File: src/rtl/if_stage.sv
// Instruction-fetch stage: one-outstanding-request fetch FSM driving the IF/ID
// register, with a stall hold buffer and redirect/flush handling.
`timescale 1ns/1ps
module if_stage #(
    parameter logic [63:0] RESET_PC = 64'h0,
    parameter logic [31:0] NOP_INST = 32'h0000_0013
) (
    input  logic        clk,
    input  logic        rst,
    input  logic        stall,
    input  logic        redirect,
    input  logic [63:0] redirect_pc,
    output logic        imem_req,
    output logic [63:0] imem_addr,
    input  logic        imem_rvalid,
    input  logic [31:0] imem_rdata,
    output logic [31:0] inst,
    output logic [63:0] pc_out,
    output logic        inst_valid
);

    typedef enum logic [1:0] {
        FETCH = 2'd0,
        WAIT  = 2'd1,
        HOLD  = 2'd2,
        DROP  = 2'd3
    } state_t;

    state_t      state_r, state_nxt_s;
    logic [63:0] pc_r, pc_nxt_s;
    logic [63:0] pc_out_r, pc_out_nxt_s;
    logic [31:0] hold_r, hold_nxt_s;
    logic [31:0] inst_r, inst_nxt_s;
    logic        valid_r, valid_nxt_s;

    // Next-state, PC, hold buffer and IF/ID register update
    always_comb begin
        state_nxt_s  = state_r;
        pc_nxt_s     = pc_r;
        hold_nxt_s   = hold_r;
        pc_out_nxt_s = pc_out_r;
        if (stall) begin
            inst_nxt_s  = inst_r;
            valid_nxt_s = valid_r;
        end else begin
            inst_nxt_s  = NOP_INST;
            valid_nxt_s = 1'b0;
        end

        if (redirect) begin
            pc_nxt_s    = redirect_pc & ~64'd3;
            inst_nxt_s  = NOP_INST;
            valid_nxt_s = 1'b0;
            hold_nxt_s  = 32'd0;
            // A request issued this very cycle (FETCH) is still in flight and must be drained
            if (state_r == FETCH) begin
                state_nxt_s = DROP;
            end else if ((state_r == HOLD) || imem_rvalid) begin
                state_nxt_s = FETCH;
            end else begin
                state_nxt_s = DROP;
            end
        end else begin
            case (state_r)
                FETCH: state_nxt_s = WAIT;
                WAIT: begin
                    if (imem_rvalid) begin
                        pc_nxt_s = pc_r + 64'd4;
                        if (stall) begin
                            hold_nxt_s  = imem_rdata;
                            state_nxt_s = HOLD;
                        end else begin
                            inst_nxt_s   = imem_rdata;
                            pc_out_nxt_s = pc_r;
                            valid_nxt_s  = 1'b1;
                            state_nxt_s  = FETCH;
                        end
                    end else begin
                        state_nxt_s = WAIT;
                    end
                end
                HOLD: begin
                    // pc already advanced past the buffered instruction
                    if (!stall) begin
                        inst_nxt_s   = hold_r;
                        pc_out_nxt_s = pc_r - 64'd4;
                        valid_nxt_s  = 1'b1;
                        state_nxt_s  = FETCH;
                    end else begin
                        state_nxt_s = HOLD;
                    end
                end
                DROP: begin
                    if (imem_rvalid) begin
                        state_nxt_s = FETCH;
                    end else begin
                        state_nxt_s = DROP;
                    end
                end
                default: state_nxt_s = FETCH;
            endcase
        end
    end

    // State and datapath registers
    always_ff @(posedge clk or negedge rst) begin
        if (!rst) begin
            state_r  <= FETCH;
            pc_r     <= RESET_PC;
            pc_out_r <= 64'd0;
            hold_r   <= 32'd0;
            inst_r   <= NOP_INST;
            valid_r  <= 1'b0;
        end else begin
            state_r  <= state_nxt_s;
            pc_r     <= pc_nxt_s;
            pc_out_r <= pc_out_nxt_s;
            hold_r   <= hold_nxt_s;
            inst_r   <= inst_nxt_s;
            valid_r  <= valid_nxt_s;
        end
    end

    // Reset state is FETCH, so the request is masked while reset is held
    assign imem_req   = (state_r == FETCH) & rst;
    assign imem_addr  = pc_r;
    assign inst       = inst_r;
    assign pc_out     = pc_out_r;
    assign inst_valid = valid_r;

endmodule

File: config.mk
export PLATFORM = sky130hd
export DESIGN_NAME = if_stage
export DESIGN_NICKNAME = d
export VERILOG_FILES = /design/src/rtl/if_stage.sv
export SDC_FILE = /design/constraint.sdc
export NUM_CORES = 1
export LEC_CHECK = 0
export CAP_MARGIN = 5
export CELL_PAD_IN_SITES_DETAIL_PLACEMENT = 1
export CELL_PAD_IN_SITES_GLOBAL_PLACEMENT = 1
export CORE_MARGIN = 5
export CORE_UTILIZATION = 38
export CTS_BUF_LIST = sky130_fd_sc_hd__clkbuf_4 sky130_fd_sc_hd__clkbuf_8
export CTS_CLUSTER_DIAMETER = 60
export DETAILED_ROUTE_END_ITERATION = 7
export GPL_TIMING_DRIVEN = 0
export PLACE_DENSITY_LB_ADDON = 0.1
export SYNTH_ARGS = -nofsm -noshare
export SYNTH_HDL_FRONTEND = slang
export SYNTH_SLANG_ARGS = --single-unit
File: constraint.sdc
create_clock -name clk -period 2.89 [get_ports clk]
set_clock_uncertainty 0.1 [all_clocks]
set_input_delay 0.7225 -clock clk [delete_from_list [all_inputs] [get_ports clk]]
set_output_delay 0.7225 -clock clk [all_outputs]
set_load 0.02 [all_outputs]
==> flow_summary.toml, run 1 <==
[clock_network]
cts.sinks = 191
clock_latency_ns = 0.48
h-tree-depth = 4
ctsLongestPathBuffers = 2
cts-root-buf = "clkbuf_8"
path_clk_slew_ns = 0.13
cts_tree = "done"
cts_buffers = 17

[floorplanning]
core.rowCount = 61
io_pins = 263
core_region_area_um2 = 27900
die_y_um = 178
die_w_um = 178
start_util_pct = 38.5
dieArea_um2 = 31700

[logic_synthesis]
netlist_top_cells_area = "dfrtp_1 (44%), nand2_1 (5.9%), o21ai_0 (5.9%), a22o_1 (5.1%), xnor2_1 (3.5%)"
syn_area_per_cell_um2 = 8.72
synth_adder_area_share_pct = 0.700
synth_edf_count = 0
synth_seq_area_share_pct = 44.6
synth_top_cell_area_share_pct = 43.9
yosys.cell_types.count = 63
synth_flop_cell = "dfrtp_1"
synth-xor-area-share_pct = 5.80
synth_compound_area_share_pct = 18.7
syn_area_um2 = 10700
synthMuxAreaShare_pct = 0.478
yosys.area.top_type = "dfrtp_1"
yosysWarnings = 0
async_flop_share_pct = 100
ys_seq_elements = 191
syn_inst = 1229
synth_top_family_by_area = "simple AND/OR/NAND/NOR gates"
synthSimpleGateAreaFrac_pct = 24.4

[worst_setup_path]
crit_type = "reg2reg"
crit_chain = "clkbuf_1, nand4_1, nor3_4, nand4_1, buf_6, or4_1, a31oi_1"
critPathSlowestCell = "or4_1"
worstPathMaxFanout = 7
cp-end-kind = "flop"
critPathBufInv = 2
critPathTopFamily = "simple AND/OR/NAND/NOR gates"
cp.required_ns = 3.20
setup.worst_path.start_class = "flop"
max_stage_delay_ns = 0.49
cp_common_cell = "nand4_1"
cp_data_arrival_time_ns = 3.12

[detailed_routing]
antenna_left = 0
viasPerCell = 5.77
firstDrtPassIters = 5
wl_per_cell_um = 22.2
num_vias = 11077
first_iter_violations = 771
drc_errors = 0
wl_um = 42700

[power]
power_frac_clock_pct = 20.0
p_leak_nw = 5.68
switching_share_pct = 40.5
p_seq_share_pct = 40.2
powerDensity_nw_per_um2 = 624
vdd_drop_max_mv = 0.395
comb_power_share_pct = 39.8
p_total_mw = 9.16
p_int_mw = 5.45
switching_power_mw = 3.71

[finish]
final_layout_size_suffix_gt1_share_pct = 9.47
fin_nets = 1635
area_delta_synth_final_pct = 36.9

[sta]
min_period_ns = 2.81
rsz0062_at_grt = "true"
drv_slew = 0
setup_viol = 0
fmax_mhz = 356
max_slew.worst_pin.slew_ns = 0.892
holdWs_ns = 0.0811
slew-limit-headroom_pct = 40.1
finalCritPeriodShare_pct = 97.1
hold_viol = 0

[global_route]
antenna_found_initial = 3
overflow = 0
gr-usage-met1_pct = 35.5
grtUsageTotal_pct = 26.5
grt_pass1_wl_um = 65800
grt_max_degree = 75
met2_usage_pct = 44.4
grtUsageMet3_pct = 4.45
grt_pass1_vias = 11360
busiest_layer = "met2"

[place]
place.gp.congestion = 0.872
portBuffers = 255
dp_hpwl_um = 31100

[worst_hold_path]
hold_class = "in2async"

[run_status]
status = "complete, no violations"

[job]
drv_cap = 0
[repair_timing]
action                                  in CTS  in global routing
resized for setup                           32                 32
endpoints found under the setup margin     134                 86
buffers inserted                            12                 12
hold buffers                                 1                  0
endpoints found under the hold margin       26                  0
pin swaps                                    7                  9
cloned                                       2                  0
[through the flow]
step	area (um^2)	TNS, ns	setup WS, ns	cells	util, %
6_report	14700	0	0.0828	1921	52.7
5_1_grt	14700	-0.756	-0.102	1921	52.7
4_1_cts	14500	-0.00763	-0.00763	1913	52.1
3_5_place_dp	13800	-94.18	-1.19	1868	49.6
3_3_place_gp	13800	-1548.17	-7.62	1865	49.4
2_1_floorplan	10700	0	0.145	1232	-
[placed cells by master, fill, tap and decap left out, drive strengths merged, types with 7 or more instances in the layout]
cell	n
buf	54
a21oi	7
nor2b	7
or3	26
xnor2	43
or2	7
o21ai	126
xor2	28
a22o	63
clkbuf	102
nor4	29
a31oi	43
nand4	36
nor2	100
a22oi	34
nand2	169
inv	24
or4	27
clkinv	8
dfrtp	188
nor3	37
clkdlybuf4s50	254
nand3	40
and2	7
o31ai	19
[cells in the mapped netlist (27+ instances only)]
master / count
a22o_1: 63
a22oi_1: 34
a31oi_1: 43
clkbuf_1: 94
dfrtp_1: 188
nand2_1: 169
nand3_1: 40
nand4_1: 35
nor2_1: 100
nor3_1: 34
nor4_1: 27
o21ai_0: 126
xnor2_1: 43
xor2_1: 28
[registers in the layout, summed over array words and instances (netlist names)]
signal / flops
hold_r: 32
imem_addr: 62
inst: 32
inst_valid: 1
pc_out: 62
state_r: 2
[cell families after synthesis]
| family | Yosys count |
|---|---|
| buf+inv | 135 |
| mux | 5 |
| other cells | 1 |
| flops | 191 |
| simple gates | 514 |
| compound gates | 306 |
| fa+ha+maj | 6 |
| xor+xnor | 71 |
[metal layers]
metal	up-vias	wire length [um]
met2	356	20900
met3	53	2450
met4	2	956
met5	-	7
li1	5046	-
met1	5620	18400
[power by group through the flow]
stage                     registers, mW  clock network (mW)  logic [mW]
after detailed placement           3.70                   0        3.63
after global routing               3.75                1.97        3.93
after CTS                          3.65                1.86        3.68
after floorplan                    4.24                   0        1.18
after global placement             3.69                   0        3.56
final                              3.68                1.83        3.65
[worst paths after layout]
kind / slack (ns) / from / end / depth (start not counted)
min in group clk: 0.39 / pc_out[4] / pc_out[4] / 2
worst min register to register: 0.39 / pc_out[4] / pc_out[4] / 2
worst max-delay path: 0.08 / imem_addr[19] / imem_addr[50] / 7
worst max register to register: 0.08 / imem_addr[19] / imem_addr[50] / 7
max in group asynchronous: 2.15 / rst / inst[4] / 2
worst min-delay path: 0.08 / rst / pc_out[31] / 1
[area by class of cell]
class	instances	area [um^2]
well taps	378	473
clock inverters	14	144
inverters	18	67.6
plain buffers	109	497
multi-input cells	906	5560
fillers	3236	13200
clock buffers	18	248
flip-flops and latches	191	4790
diodes	2	5.00
repair buffers	285	2900
No activity file was read; power rests on OpenSTA's default activity.
==> inputs of run 2 (changes only) <==
--- a/config.mk
+++ b/config.mk
@@ -14,6 +14,7 @@
 export CTS_CLUSTER_DIAMETER = 60
 export DETAILED_ROUTE_END_ITERATION = 7
 export GPL_TIMING_DRIVEN = 0
+export MAX_ROUTING_LAYER = met4
 export PLACE_DENSITY_LB_ADDON = 0.1
 export SYNTH_ARGS = -nofsm -noshare
 export SYNTH_HDL_FRONTEND = slang
==> run 2 against run 1 <==
  * Cell area grew 0.10%
  * Sequential cell count is the same
  * Combinational power is essentially flat
  * Worst setup slack lost 0.022 ns
  * Critical path type unchanged
  * Die area is the same
  * Maximum frequency shrank 0.78%
  * Core utilization grew 0.054 points
  * Global-route usage grew 0.78 points
  * Count of clock-buffer cells in the layout is the same
  * Power is essentially flat
==> flow_summary.toml, run 2 (same netlist as run 1, synthesis figures left out) <==
[floorplanning]
die_w_um = 178
dieArea_um2 = 31700
die_y_um = 178
start_util_pct = 38.5
io_pins = 263
core.rowCount = 61
core_region_area_um2 = 27900

[power]
p_int_mw = 5.45
switching_power_mw = 3.71
switching_share_pct = 40.5
comb_power_share_pct = 39.8
power_frac_clock_pct = 20.0
p_seq_share_pct = 40.2
vdd_drop_max_mv = 0.396
powerDensity_nw_per_um2 = 623
p_leak_nw = 5.69

[place]
dp_hpwl_um = 31100
place.gp.congestion = 0.886
portBuffers = 255

[clock_network]
cts-root-buf = "clkbuf_8"
h-tree-depth = 4
cts_buffers = 17
path_clk_slew_ns = 0.13
clock_latency_ns = 0.49
ctsLongestPathBuffers = 2
cts.sinks = 191
cts_tree = "done"

[sta]
hold_viol = 0
slew-limit-headroom_pct = 40.6
min_period_ns = 2.83
fmax_mhz = 353
finalCritPeriodShare_pct = 97.9
setup_viol = 0
holdWs_ns = 0.0741
rsz0062_at_grt = "true"
drv_slew = 0
finalSetupTns_ns = 0
max_slew.worst_pin.slew_ns = 0.884

[worst_setup_path]
cp.required_ns = 3.21
cp-end-kind = "flop"
cp_data_arrival_time_ns = 3.15
setup.worst_path.start_class = "flop"
worstPathMaxFanout = 7
crit_type = "reg2reg"

[global_route]
grt_pass1_vias = 11338
grt_max_degree = 75
antenna_found_initial = 3
grtUsageTotal_pct = 27.3
grt_pass1_wl_um = 65800
overflow = 0

[detailed_routing]
antenna_left = 0
wl_per_cell_um = 22.2
firstDrtPassIters = 5
num_vias = 11043
wl_um = 42800
viasPerCell = 5.74
drc_errors = 0
first_iter_violations = 761

[finish]
multi_input_area_um2 = 5560
area_delta_synth_final_pct = 37.0
seq_area_um2 = 4790
fin_nets = 1636
final_layout_size_suffix_gt1_share_pct = 9.60
fillCellCount = 3232
final_common_cell = "clkdlybuf4s50_1"
layout_common_cells = "clkdlybuf4s50_1 (254), dfrtp_1 (185), nand2_1 (169), o21ai_0 (126), nor2_1 (99)"

[run_status]
status = "complete, no violations"

[job]
drv_cap = 0

[worst_hold_path]
hold_class = "in2async"
run 2: timing repair:
item / CTS / global route
gates resized for setup: 32 / 33
setup buffers: 12 / 13
hold buffers: 1 / 0
pin swaps: 7 / 9
hold endpoints to repair: 26 / 0
gates cloned: 2 / 0
setup endpoints to repair: 134 / 87
run 2: layout make-up:
cell class / count / area share [%]
clock inverters: 14 / 0.979
flip-flops and latches: 191 / 32.6
inverters: 18 / 0.460
multi-input cells: 906 / 37.9
repair buffers: 286 / 19.8
clock buffers: 18 / 1.69
diodes: 3 / 0.0511
plain buffers: 109 / 3.38
well taps: 378 / 3.22
run 2: power groups by stage:
| stage | Sequential, mW | Clock, mW | Combinational, mW |
|---|---|---|---|
| global placement | 3.69 | 0 | 3.56 |
| finish | 3.68 | 1.83 | 3.65 |
| global route | 3.75 | 1.97 | 3.93 |
| CTS | 3.65 | 1.86 | 3.68 |
| floorplan | 4.24 | 0 | 1.18 |
| detailed placement | 3.70 | 0 | 3.63 |
run 2: routing by layer:
layer	GRT usage, %	up-vias	share of wire, %
li1	-	5044	-
met1	35.9	5573	44
met2	44.3	367	49
met3	3.96	59	5.1
met4	7.41	0	2.4
met5	-	-	0
run 2: worst paths after layout:
kind	startpoint	endpoint	slack (ns)	cells after the start
max in group asynchronous	rst	inst[4]	2.15	2
max reg2reg	imem_addr[19]	imem_addr[50]	0.06	7
min reg2reg	pc_out[4]	pc_out[4]	0.39	2
max	imem_addr[19]	imem_addr[50]	0.06	7
min in group clk	pc_out[4]	pc_out[4]	0.39	2
min	rst	pc_out[31]	0.07	1
run 2: critical path, stage by stage, from the launching register on:
cell      delay (ns)
dfrtp_1         0.38
clkbuf_1        0.33
nand4_1         0.38
nor3_4          0.37
nand4_1         0.30
buf_6           0.24
or4_1           0.49
a31oi_1         0.18
run 2: stage by stage:
step	worst slack, ns	cell area (um^2)	power, mW	instances	util [%]
after floorplan	0.145	10700	5.42	1232	-
final	0.0606	14700	9.16	1923	52.7
after global routing	-0.117	14700	9.65	1923	52.7
after global placement	-7.62	13800	7.24	1865	49.4
after CTS	-0.00763	14500	9.20	1913	52.1
after detailed placement	-1.19	13800	7.33	1868	49.6
==> inputs of run 3 (changes only) <==
==> config.mk (replaced) <==
export PLATFORM = sky130hd
export DESIGN_NAME = if_stage
export DESIGN_NICKNAME = d
export VERILOG_FILES = /design/src/rtl/if_stage.sv
export SDC_FILE = /design/constraint.sdc
export NUM_CORES = 1
export LEC_CHECK = 0
export CAP_MARGIN = 5
export CORE_MARGIN = 5
export CORE_UTILIZATION = 42
export CTS_BUF_LIST = sky130_fd_sc_hd__clkbuf_4 sky130_fd_sc_hd__clkbuf_8
export CTS_CLUSTER_DIAMETER = 60
export DETAILED_ROUTE_END_ITERATION = 7
export GPL_TIMING_DRIVEN = 0
export MAX_ROUTING_LAYER = met4
export PLACE_DENSITY = 0.7
export SLEW_MARGIN = 10
export SYNTH_ARGS = -nofsm -noshare
export SYNTH_HDL_FRONTEND = slang
export SYNTH_SLANG_ARGS = --single-unit
==> run 3 against run 2 <==
  * The run now ends with hold timing left
  * Cell area fell by 0.83%
  * Sequential cell count did not move
  * Register-to-register slack improved by 0.03 ns
  * Hold slack got worse by 0.081 ns
  * Die area fell by 9.0%
  * Core utilization rose by 5.1 points
  * Critical path depth rose by 1
  * Sequential share of layout area rose by 0.26 points
  * Sequential power barely moved
  * Worst setup slack improved by 0.031 ns
  * Wire length fell by 8.8%
  * Critical path type unchanged
==> flow_summary.toml, run 3 (same netlist as run 1, synthesis figures left out) <==
[finish]
final_area_um2 = 14600
final_common_cell = "clkdlybuf4s50_1"
layout_common_cells = "clkdlybuf4s50_1 (254), dfrtp_1 (186), nand2_1 (169), o21ai_0 (126), nor2_1 (99)"
final_layout_size_suffix_gt1_share_pct = 8.97
area_delta_synth_final_pct = 35.9
fin_nets = 1632
fin_cells = 1869

[sta]
drv_slew = 0
max_slew.worst_pin.slew_ns = 0.679
min_period_ns = 2.80
holdWs_ns = -0.00700
setup_viol = 0
slew-limit-headroom_pct = 54.8
finalCritPeriodShare_pct = 96.8
fmax_mhz = 357
hold_viol = 1

[job]
drv_cap = 0

[global_route]
antenna_found_initial = 1
overflow = 0
grtUsageTotal_pct = 27.2
grt_pass1_vias = 10713
grt_max_degree = 75
grt_pass1_wl_um = 60500

[floorplanning]
core.rowCount = 58
die_w_um = 170
io_pins = 263
core_region_area_um2 = 25200
dieArea_um2 = 28800
start_util_pct = 42.6
die_y_um = 170

[detailed_routing]
firstDrtPassIters = 7
viasPerCell = 5.84
wl_per_cell_um = 20.9
first_iter_violations = 1107
num_vias = 10909
drc_errors = 0
wl_um = 39000
antenna_left = 0

[clock_network]
cts.sinks = 191
clock_latency_ns = 0.50
ctsLongestPathBuffers = 2
cts_tree = "done"
cts-root-buf = "clkbuf_8"
path_clk_slew_ns = 0.12
h-tree-depth = 4
cts_buffers = 17

[worst_setup_path]
critical_path_depth = 8
setup.worst_path.start_class = "flop"
cp_data_arrival_time_ns = 3.12
r2r_cells = 8
crit_chain = "inv_1, ha_1, nor4b_4, nand4b_1, or3_4, buf_2, or3_1, a31oi_1"
cp.required_ns = 3.21
critPathSlowestCell = "or3_4"
cp-end-kind = "flop"
worstPathMaxFanout = 10
crit_type = "reg2reg"
critPathBufInv = 2
critPathTopFamily = "simple AND/OR/NAND/NOR gates"
max_stage_delay_ns = 0.52

[power]
p_leak_nw = 5.60
vdd_drop_max_mv = 0.361
powerDensity_nw_per_um2 = 631

[worst_hold_path]
hold_class = "in2async"

[place]
place_area_um2 = 13800
portBuffers = 255
placed_cells = 1819
dp_hpwl_um = 28400
place.gp.congestion = 0.953

[run_status]
failed_checks = "hold timing"
status = "complete, but fails checks"
## run 3: cell types whose count changed in the layout (fill, tap and decap cells not counted), sizes merged
cell | before | now
buf | 55 | 42
diode | 3 | 1
clkinvlp | 0 | 1
bufbuf | 2 | 0
clkbuf | 102 | 109
dlygate4sd3 | 0 | 3
## run 3: per-layer routing
metal / global-route usage (%) / wire length, um
met5: - / 0
met4: 8.96 / 1330
met3: 3.63 / 2860
met2: 41.5 / 18000
met1: 37.6 / 16800
## run 3: worst paths after layout
path	startpoint	to	slack, ns
min reg2reg	pc_out[13]	pc_out[13]	0.39
max	state_r[0]	pc_out[49]	0.09
max in group asynchronous	rst	imem_addr[43]	1.83
max reg2reg	state_r[0]	pc_out[49]	0.09
min in group clk	pc_out[13]	pc_out[13]	0.39
min	rst	imem_addr[32]	-0.007
## run 3: timing repair
action                                  CTS  global route
hold buffers                              0             3
endpoints found under the hold margin     0             3
buffers inserted                          6            12
endpoints found under the setup margin  100            96
gates resized for setup                  18            46
pin swaps                                 4             6
## run 3: final cells by class
cell class / count / area (um^2)
Sequential cell: 191 / 4790
Buffer: 113 / 512
Multi-Input combinational cell: 906 / 5580
Antenna cell: 1 / 2.50
Timing Repair Buffer: 278 / 2780
Fill cell: 2217 / 10600
Clock inverter: 15 / 190
Inverter: 18 / 67.6
Tap cell: 330 / 413
Clock buffer: 17 / 234
## run 3: where the power goes
group	total, mW	leakage [nW]	switching, mW	internal (mW)
Clock	1.87	0.207	1.20	0.675
Sequential	3.69	2.38	0.467	3.23
Combinational	3.62	3.01	2.08	1.54
## run 3: stage by stage
stage / setup TNS, ns / setup slack, ns / total power [mW] / util (%)
after floorplan: 0 / 0.145 / 5.42 / -
after global placement: -1468.26 / -7.38 / 7.25 / 54.4
after detailed placement: -69.22 / -0.944 / 7.30 / 54.6
after CTS: -0.0143 / -0.0136 / 9.18 / 56.8
after global routing: -0.0214 / -0.0162 / 9.66 / 57.9
final: 0 / 0.0912 / 9.19 / 57.9
